File: src/rtl/value_capture.sv
`default_nettype none
// +----------------------------------------------------------------------------+
// | value_capture: samples a counter value on capture into a FWFT FIFO,         |
// | flags value_in >= threshold. Optional: VALUE_CAPTURE_DELTA_EN stores deltas.|
// | Revision: 1.0                                                               |
// +----------------------------------------------------------------------------+
module value_capture #(
  parameter int DEPTH = 4,
  parameter int WIDTH = 32
) (
  input  logic                     clock,
  input  logic                     clear_n,
  input  logic [WIDTH-1:0]         value_in,
  input  logic                     capture,
  input  logic [WIDTH-1:0]         threshold,
  output logic                     out_valid,
  input  logic                     out_ready,
  output logic [WIDTH-1:0]         out_data,
  output logic [$clog2(DEPTH):0]   count,
  output logic                     full,
  output logic                     empty,
  output logic                     overflow,
  output logic                     alarm
);

  localparam int AW = $clog2(DEPTH);
  localparam logic [AW:0] FULL_CNT = DEPTH[AW:0];

  logic [WIDTH-1:0] mem [DEPTH];
  logic [AW-1:0]    wr_ptr;
  logic [AW-1:0]    rd_ptr;
  logic [AW-1:0]    next_rd;
  logic [AW:0]      count_q;
  logic [AW:0]      next_count;
  logic [WIDTH-1:0] head_q;
  logic [WIDTH-1:0] store_val;
  logic             push;
  logic             pop;
  logic             drop;

  assign out_valid = (count_q != '0);
  assign full      = (count_q == FULL_CNT);
  assign empty     = (count_q == '0);
  assign count     = count_q;
  assign out_data  = head_q;

  assign pop     = out_valid && out_ready;
  assign push    = capture && (!full || pop);
  assign drop    = capture && !push;
  assign next_rd = rd_ptr + AW'(pop);

  always_comb begin
    next_count = count_q;
    if (push && !pop) begin
      next_count = count_q + 1'b1;
    end else if (pop && !push) begin
      next_count = count_q - 1'b1;
    end
  end

`ifdef VALUE_CAPTURE_DELTA_EN
  logic [WIDTH-1:0] last_captured;

  assign store_val = value_in - last_captured;

  always_ff @(posedge clock or negedge clear_n) begin
    if (!clear_n) begin
      last_captured <= '0;
    end else if (push) begin
      last_captured <= value_in;
    end
  end
`else
  assign store_val = value_in;
`endif

  // Storage array carries no reset; only slots behind valid pointers are read.
  always_ff @(posedge clock) begin
    if (push) begin
      mem[wr_ptr] <= store_val;
    end
  end

  always_ff @(posedge clock or negedge clear_n) begin
    if (!clear_n) begin
      wr_ptr   <= '0;
      rd_ptr   <= '0;
      count_q  <= '0;
      head_q   <= '0;
      overflow <= 1'b0;
      alarm    <= 1'b0;
    end else begin
      if (push) begin
        wr_ptr <= wr_ptr + 1'b1;
      end
      rd_ptr  <= next_rd;
      count_q <= next_count;
      // Registered head: the slot being written this cycle bypasses the array;
      // when the FIFO drains the last head value is held.
      if (next_count != '0) begin
        head_q <= (push && (wr_ptr == next_rd)) ? store_val : mem[next_rd];
      end
      if (drop) begin
        overflow <= 1'b1;
      end
      alarm <= (value_in >= threshold);
    end
  end

endmodule
`default_nettype wire
File: config.mk
export PLATFORM = sky130hd
export DESIGN_NAME = value_capture
export DESIGN_NICKNAME = d
export VERILOG_FILES = /design/src/rtl/value_capture.sv
export SDC_FILE = /design/constraint.sdc
export NUM_CORES = 1
export LEC_CHECK = 0
export CORE_AREA = 10 10 154 156
export CTS_CLUSTER_DIAMETER = 120
export CTS_CLUSTER_SIZE = 10
export DETAILED_ROUTE_END_ITERATION = 8
export DIE_AREA = 0 0 164 166
export GPL_ROUTABILITY_DRIVEN = 0
export PLACE_DENSITY = 0.64
export RECOVER_POWER = 100
export SLEW_MARGIN = 40
export SYNTH_ARGS = -nofsm -noshare
export SYNTH_HDL_FRONTEND = slang
export SYNTH_SLANG_ARGS = --single-unit
File: constraint.sdc
create_clock -name clock -period 3.5 [get_ports clock]
set_clock_uncertainty 0.05 [all_clocks]
set_input_delay 0.875 -clock clock [delete_from_list [all_inputs] [get_ports clock]]
set_output_delay 0.875 -clock clock [all_outputs]
set_load 0.02 [all_outputs]
# Yosys cells after proc, flatten, opt, wreduce, memory -nomap -nowiden

Memory sizes are Yosys's and may differ from the RTL's. A register that Yosys moved wholly into a read port is not among the register bits.
Index checks and enable logic that the tools add are counted.

Latch bits: 0
Memories kept: 1
Flip-flop bits (word level): 9
Logic and storage cells: 29
Bits in read-only memories: 0
Output and inout port bits: 40
Bits of input ports: 68
RAM bits: 128

Bitwise logic cells: 0
Equality and inequality tests: 1
Reduce and logical (&&, ||, !) cells: 13
Shift-type cells: 0
Divide/modulo/power cells: 0
$add $sub $neg: 4
$mul: 0
Multiplexer cells: 4
$lt $le $gt $ge: 1

Memories:

| name | words | width | read ports | clocked after Yosys merged registers in | write ports | line | source |
|---|---|---|---|---|---|---|---|
| mem  | 4     | 32    | 1          | 1                                       | 1           | 29   | `logic [WIDTH-1:0] mem [DEPTH];` |

Operators with widths:

| cell                  | number |
|---|---|
| $ge A32 B32 Y1        | 1 |
| $mux W3               | 2 |
| $reduce_bool A3 Y1    | 2 |
| $logic_and A1 B1 Y1   | 5 |
| $logic_not A1 Y1      | 4 |
| $add A3 B1 Y3 const B | 1 |
| $eq A3 B3 Y1 const B  | 1 |
| $logic_not A3 Y1      | 1 |
| $sub A3 B1 Y3 const B | 1 |
| $add A2 B1 Y2         | 1 |
| $add A2 B1 Y2 const B | 1 |
| $mux W1               | 2 |
| $logic_or A1 B1 Y1    | 1 |

# Longest topological paths before layout

Gate-level depths: netlist (run 1).

Depth in word-level cells: 9
Depth in mapped cells: 11
Depth with buffers taken out: 10

# Worst setup path after synthesis (run 1)

No wires, ideal clock.

Kind: register to register
Start point: register count_q[0] (netlist: count[0])
End point: register head_q[22] (netlist: out_data[22]) (read register of mem)
Library setup time: 0.125 ns
Arrival time: 3.011 ns
Slack: 0.314 ns
Required time: 3.325 ns
Period minus slack after synthesis: 3.186 ns
Cell stages (with the launch flop): 11
Path buffers: 2
Path through: dfrtp_1 -> inv_1 -> ha_1 -> nand2b_4 -> and2_1 -> ha_1 -> buf_2 -> buf_2 -> mux4_2 -> mux2_2 -> mux2_4

Elaborated cells between the ends (all ways): 16
Classes of those cells: add/sub (3); eq/ne (1); mux (2); reduce/logical (10)

RTL lines:

| what                   | line | source |
|---|---|---|
| start, declared        | 33   | `logic [AW:0] count_q;` |
| start signal, assigned | 97   | `count_q <= next_count;` |
| $reduce_bool A3 Y1     | 41   | `assign out_valid = (count_q != '0);` |
| named net out_valid    | 16   | `output logic out_valid,` |
| $logic_and A1 B1 Y1    | 47   | `assign pop = out_valid && out_ready;` |
| $add A2 B1 Y2          | 50   | `assign next_rd = rd_ptr + AW'(pop);` |
| named net next_rd[0]   | 32   | `logic [AW-1:0] next_rd;` |
| end, declared          | 35   | `logic [WIDTH-1:0] head_q;` |

The timed path passes the listed nets, and every way through them passes these cells.
A chain may end at the register's enable or synchronous reset.

# Final worst setup path (run 1)

Start point: register count_q[0] (netlist: count[0])
End point: register head_q[22] (netlist: out_data[22]) (read register of mem)

Elaborated cells between the ends (all ways): 16
Classes of those cells: add/sub (3); eq/ne (1); mux (2); reduce/logical (10)

RTL lines:

| what                 | line |
|---|---|
| $reduce_bool A3 Y1   | 41 |
| $logic_and A1 B1 Y1  | 47 |
| $add A2 B1 Y2        | 50 |
| named net next_rd[0] | 32 |

The timed path passes the listed nets, and every way through them passes these cells.

==> out/results.tsv, run 1 <==
metric	value	unit
critPathKind	reg2reg	
cp_max_fo	16	
coreArea	20700	µm²
hold_buffers	0	
synth-simple-area-share	0.0386	
ys_seq_elements	169	
peakVddDrop	378	µV
grt_pass1_wl	27600	µm
num_vias	4310	
fin_crit_sh	0.919	
ant_nets	0	
overflow	0	
dp_hpwl	12300	µm
synthXorXnorAreaFrac	0.00552	
yosysUniqueCellTypes	47	
tightest_slew	1.50	ns
layout_min_cycle_time	3.22	ns
diodes	0	
drive_gt1_frac	0.245	
layout.nets	686	
r2r_cells	11	
port-buffer-count	107	
final_area	9750	µm²
fmax	311	MHz
slew_headroom	0.00121	
grt_max_degree	24	
synth_edf_count	128	
arrival	3.47	ns
total_power	8.98	mW
setup_viol	0	
ys_seq_area_frac	0.632	
synth_top_family_by_area	multiplexers	
synth_ff_type	edfxtp_1	
clk_latency	0.42	ns
async_flop_share	0.243	
final_common_cell	edfxtp_1	
area_growth	26.4	%
chipHeight	166	µm
worst_ep_required_time	3.75	ns
cts_made_buffers	17	
grt_pass1_vias	4777	
dp_slack	-0.140	ns
synth_mux_area_frac	0.194	
post-route-drc-count	0	
dr.pass1.iters	4	
clock_path_buffers	2	
cts-resized-gates	0	
final_cell_mix	edfxtp_1 (128), dlygate4sd3_1 (72), mux2_2 (50)	
avgViaCountPerCell	4.98	
layout_setup_ws	0.283	ns
tritoncts	built	
fin_cells	866	
start_util	0.373	
whs_endpoint	overflow	
netlist_instances	444	
maxSlewViolCount	0	
netlist_area	7710	µm²
drtIter0Drc	202	
nFillCells	1793	
ys_warn_count	0	
track_usage	0.133	
cts.clk_slew.worst_paths	0.07	ns
rows	53	
worstSetupStartpointType	flop	
rrSetupSlack	0.28	ns
p_leak	3.67	nW
violations	capacitance limit	
dp_cells	834	
rr_endpoint	out_data[22]	
rsz0062_at_grt	false	
crit_path_end_kind	flop	
pin_count	108	
avgSynthCellArea	17.4	µm²
synth_compound_area_frac	0.0321	
r2r_start	count[0]	
synth_adder_area_share	0.0649	
wl	17600	µm
antenna_found_initial	1	
dpl_cell_area	9280	µm²
cts.sink_count	169	
post_cts.repair.setup_buffers	0	
cts-root-buf	clkbuf_16	
hold_path_class	reg2reg	
min_path_cells	1	
max_cap_violations	1	
htreeDepth	4	
finalHoldViolations	0	
status	finished, violations left	
syn_nets	552	
die_w	164	µm
holdCritStartpoint	overflow	
powerDensity	921	nW/µm²
dieArea	27200	µm²
wl_per_cell	20.4	µm
## cell families after synthesis
group	after synthesis
and+or+nand+nor	43
adders and majority gates	40
xor gates and xnor gates	4
DFF	169
muxes	96
buffers and inverters	55
AOI/OAI and AO/OA	37
## where the power goes
part / switching [mW] / internal, mW
Clock: 0.746 / 1.09
Sequential: 0.227 / 2.76
Combinational: 1.89 / 2.26
## routing by layer
layer  global-route usage  part of all wire  up-vias
met1                0.162              0.43     2201
li1                     -                 -     1987
met3               0.0364             0.054       17
met5                    0                 0        -
met2                0.222              0.51      105
met4               0.0466             0.010        0
## cell type report
class,count,area (µm²),share of cell area
multi-input combinational,220,2540,0.261
clock buffer,21,460,0.0472
tap,275,344,0.0353
sequential,169,4870,0.500
clock inverter,11,120,0.0123
inverter,40,150,0.0154
timing repair buffer,130,1260,0.129
## state kept, by name, indices dropped and copies added, names as in the netlist
| signal | count |
|---|---|
| overflow | 1 |
| rd_ptr | 2 |
| mem | 128 |
| count | 3 |
| wr_ptr | 2 |
| alarm | 1 |
| out_data | 32 |
## worst max-delay path: stages, from the launching register on
cell and delay [ns]:
dfrtp_1 0.39, inv_1 0.17, ha_1 0.37, nand2b_4 0.12
and2_0 0.18, ha_1 0.35, buf_12 0.19, xnor2_1 0.13
nand3_1 0.13, clkbuf_4 0.35, mux2_2 0.37, mux2_1 0.28
## per-stage QoR
step / utilization / setup TNS (ns) / hold WS, ns
2_1_floorplan: - / 0 / 0.422
3_3_place_gp: 0.448 / -0.0678 / 0.417
3_5_place_dp: 0.448 / -0.140 / 0.421
4_1_cts: 0.477 / 0 / 0.429
5_1_grt: 0.471 / 0 / 0.465
6_report: 0.471 / 0 / 0.420
## worst max-delay path by stage
stage | start | to | depth (start not counted)
floorplan | count[0] | out_data[22] | 10
global placement | value_in[0] | alarm | 8
detailed placement | value_in[0] | alarm | 8
CTS | value_in[0] | alarm | 8
global route | count[0] | out_data[4] | 11
finish | count[0] | out_data[22] | 11
## Yosys cell counts (5+ instances only)
cell	number	area [µm²]
a21oi_1	14	70.1
and2_1	5	31.3
buf_2	6	30.0
buf_6	5	56.3
dfrtp_1	41	1030
edfxtp_1	128	3840
ha_1	40	500
inv_1	40	150
mux2_2	50	563
mux2_4	14	210
mux4_2	32	721
nand2_1	5	18.8
nand3_1	7	35.0
nand4_1	7	43.8
o21ai_0	5	25.0
(Power assumes the default switching activity.)
==> run 2, diff against run 1 <==
Settings changed: CORE_AREA 10 10 154 156 to 10 10 160 162, DIE_AREA 0 0 164 166 to 0 0 170 172, PLACE_DENSITY 0.64 to 0.61.
==> out/results.tsv, run 2 (synthesized netlist as in run 1, its figures left out) <==
metric	value	unit
dp_cells	840	
r2r_start	count[0]	
r2r_cells	9	
drtIter0Drc	185	
rrSetupSlack	0.27	ns
fin_cells	873	
port-buffer-count	107	
whs_endpoint	overflow	
post_cts.repair.setup_buffers	0	
tightest_slew	2.08	ns
cts_made_buffers	17	
nFillCells	1970	
largest_register_ff_count	128	
hold_buffers	0	
status	finished, violations left	
overflow	0	
cts.sink_count	169	
worst-path-stages	9	
final_cell_mix	edfxtp_1 (128), dlygate4sd3_1 (73), mux2_2 (49)	
rr_endpoint	out_data[16]	
fin_hold_ws	0.424	ns
finalHoldViolations	0	
maxSlewViolCount	32	
ant_nets	0	
powerDensity	921	nW/µm²
crit_chain	inv_1 > ha_1 > nand2b_4 > and2_0 > ha_1 > buf_12 > mux4_2 > mux2_1 > mux2_4	
holdCritStartpoint	overflow	
crit_buf_inv	2	
slew_headroom	-0.388	
cts-root-buf	clkbuf_16	
dp_hpwl	11700	µm
dieArea	29200	µm²
grt_pass1_wl	27400	µm
tritoncts	built	
area_growth	26.6	%
cp_max_fo	10	
antenna_found_initial	1	
final_common_cell	edfxtp_1	
arrival	3.49	ns
regMostFlops	mem	
dr.pass1.iters	4	
violations	capacitance limit, slew limit	
worstSetupStartpointType	flop	
min_path_cells	1	
rsz0062_at_grt	false	
peakVddDrop	491	µV
p_leak	3.66	nW
start_util	0.345	
hold_path_class	reg2reg	
dpl_cell_area	9310	µm²
layout_min_cycle_time	3.23	ns
worst_ep_required_time	3.76	ns
coreArea	22400	µm²
avgViaCountPerCell	4.89	
pin_count	108	
max_cap_violations	1	
chipHeight	172	µm
grt_max_degree	33	
cpMostUsedCell	ha_1	
num_vias	4272	
cts-resized-gates	0	
layout.nets	682	
finish.utilization	0.437	
cts.clk_slew.worst_paths	0.07	ns
fmax	310	MHz
final_area	9760	µm²
htreeDepth	4	
die_w	170	µm
track_usage	0.125	
crit_path_end_kind	flop	
cpPeakStageDelay	0.51	ns
grt_pass1_vias	4645	
post-route-drc-count	0	
wl_per_cell	20.1	µm
crit_slowest_cell	ha_1	
finalSetupTns	0	ns
clock_path_buffers	2	
drive_gt1_frac	0.247	
rows	55	
crit_family	multiplexers	
wl	17600	µm
setup_viol	0	
clk_latency	0.43	ns
fin_crit_sh	0.922	
critPathKind	reg2reg	
run 2: per-stage QoR:
stage               worst slack (ns)  power, mW
floorplan                      0.314       6.08
global placement              -0.260       7.52
detailed placement            -0.314       7.63
CTS                            0.164       9.51
global route                   0.105       9.54
finish                         0.272       8.99
run 2: routing by layer:
layer | track usage | part of all wire | up-vias | routed length, µm
li1 | - | - | 1977 | -
met1 | 0.156 | 0.44 | 2171 | 7790
met2 | 0.203 | 0.48 | 108 | 8510
met3 | 0.0372 | 0.057 | 16 | 996
met4 | 0.0435 | 0.016 | 0 | 284
met5 | 0 | 0 | - | 0
run 2: how the worst max path moves through the flow:
stage / start / to
final: count[0] / out_data[16]
after global routing: count[0] / out_data[16]
after CTS: value_in[0] / alarm
after detailed placement: value_in[0] / alarm
after global placement: value_in[0] / alarm
after floorplan: count[0] / out_data[22]
run 2: final cells by class:
class / instances / area, µm² / area share
repair buffers: 126 / 1250 / 0.128
diodes: 1 / 2.50 / 0.000256
inverters: 40 / 150 / 0.0154
clock inverters: 13 / 144 / 0.0147
clock buffers: 19 / 443 / 0.0454
multi-input cells: 220 / 2540 / 0.261
flip-flops and latches: 169 / 4870 / 0.499
well taps: 285 / 357 / 0.0365
run 2: power breakdown:
part           switching [mW]  internal, mW  leakage, nW
logic                    1.91          2.24         1.73
registers               0.203          2.77         1.65
clock network           0.786          1.07        0.276
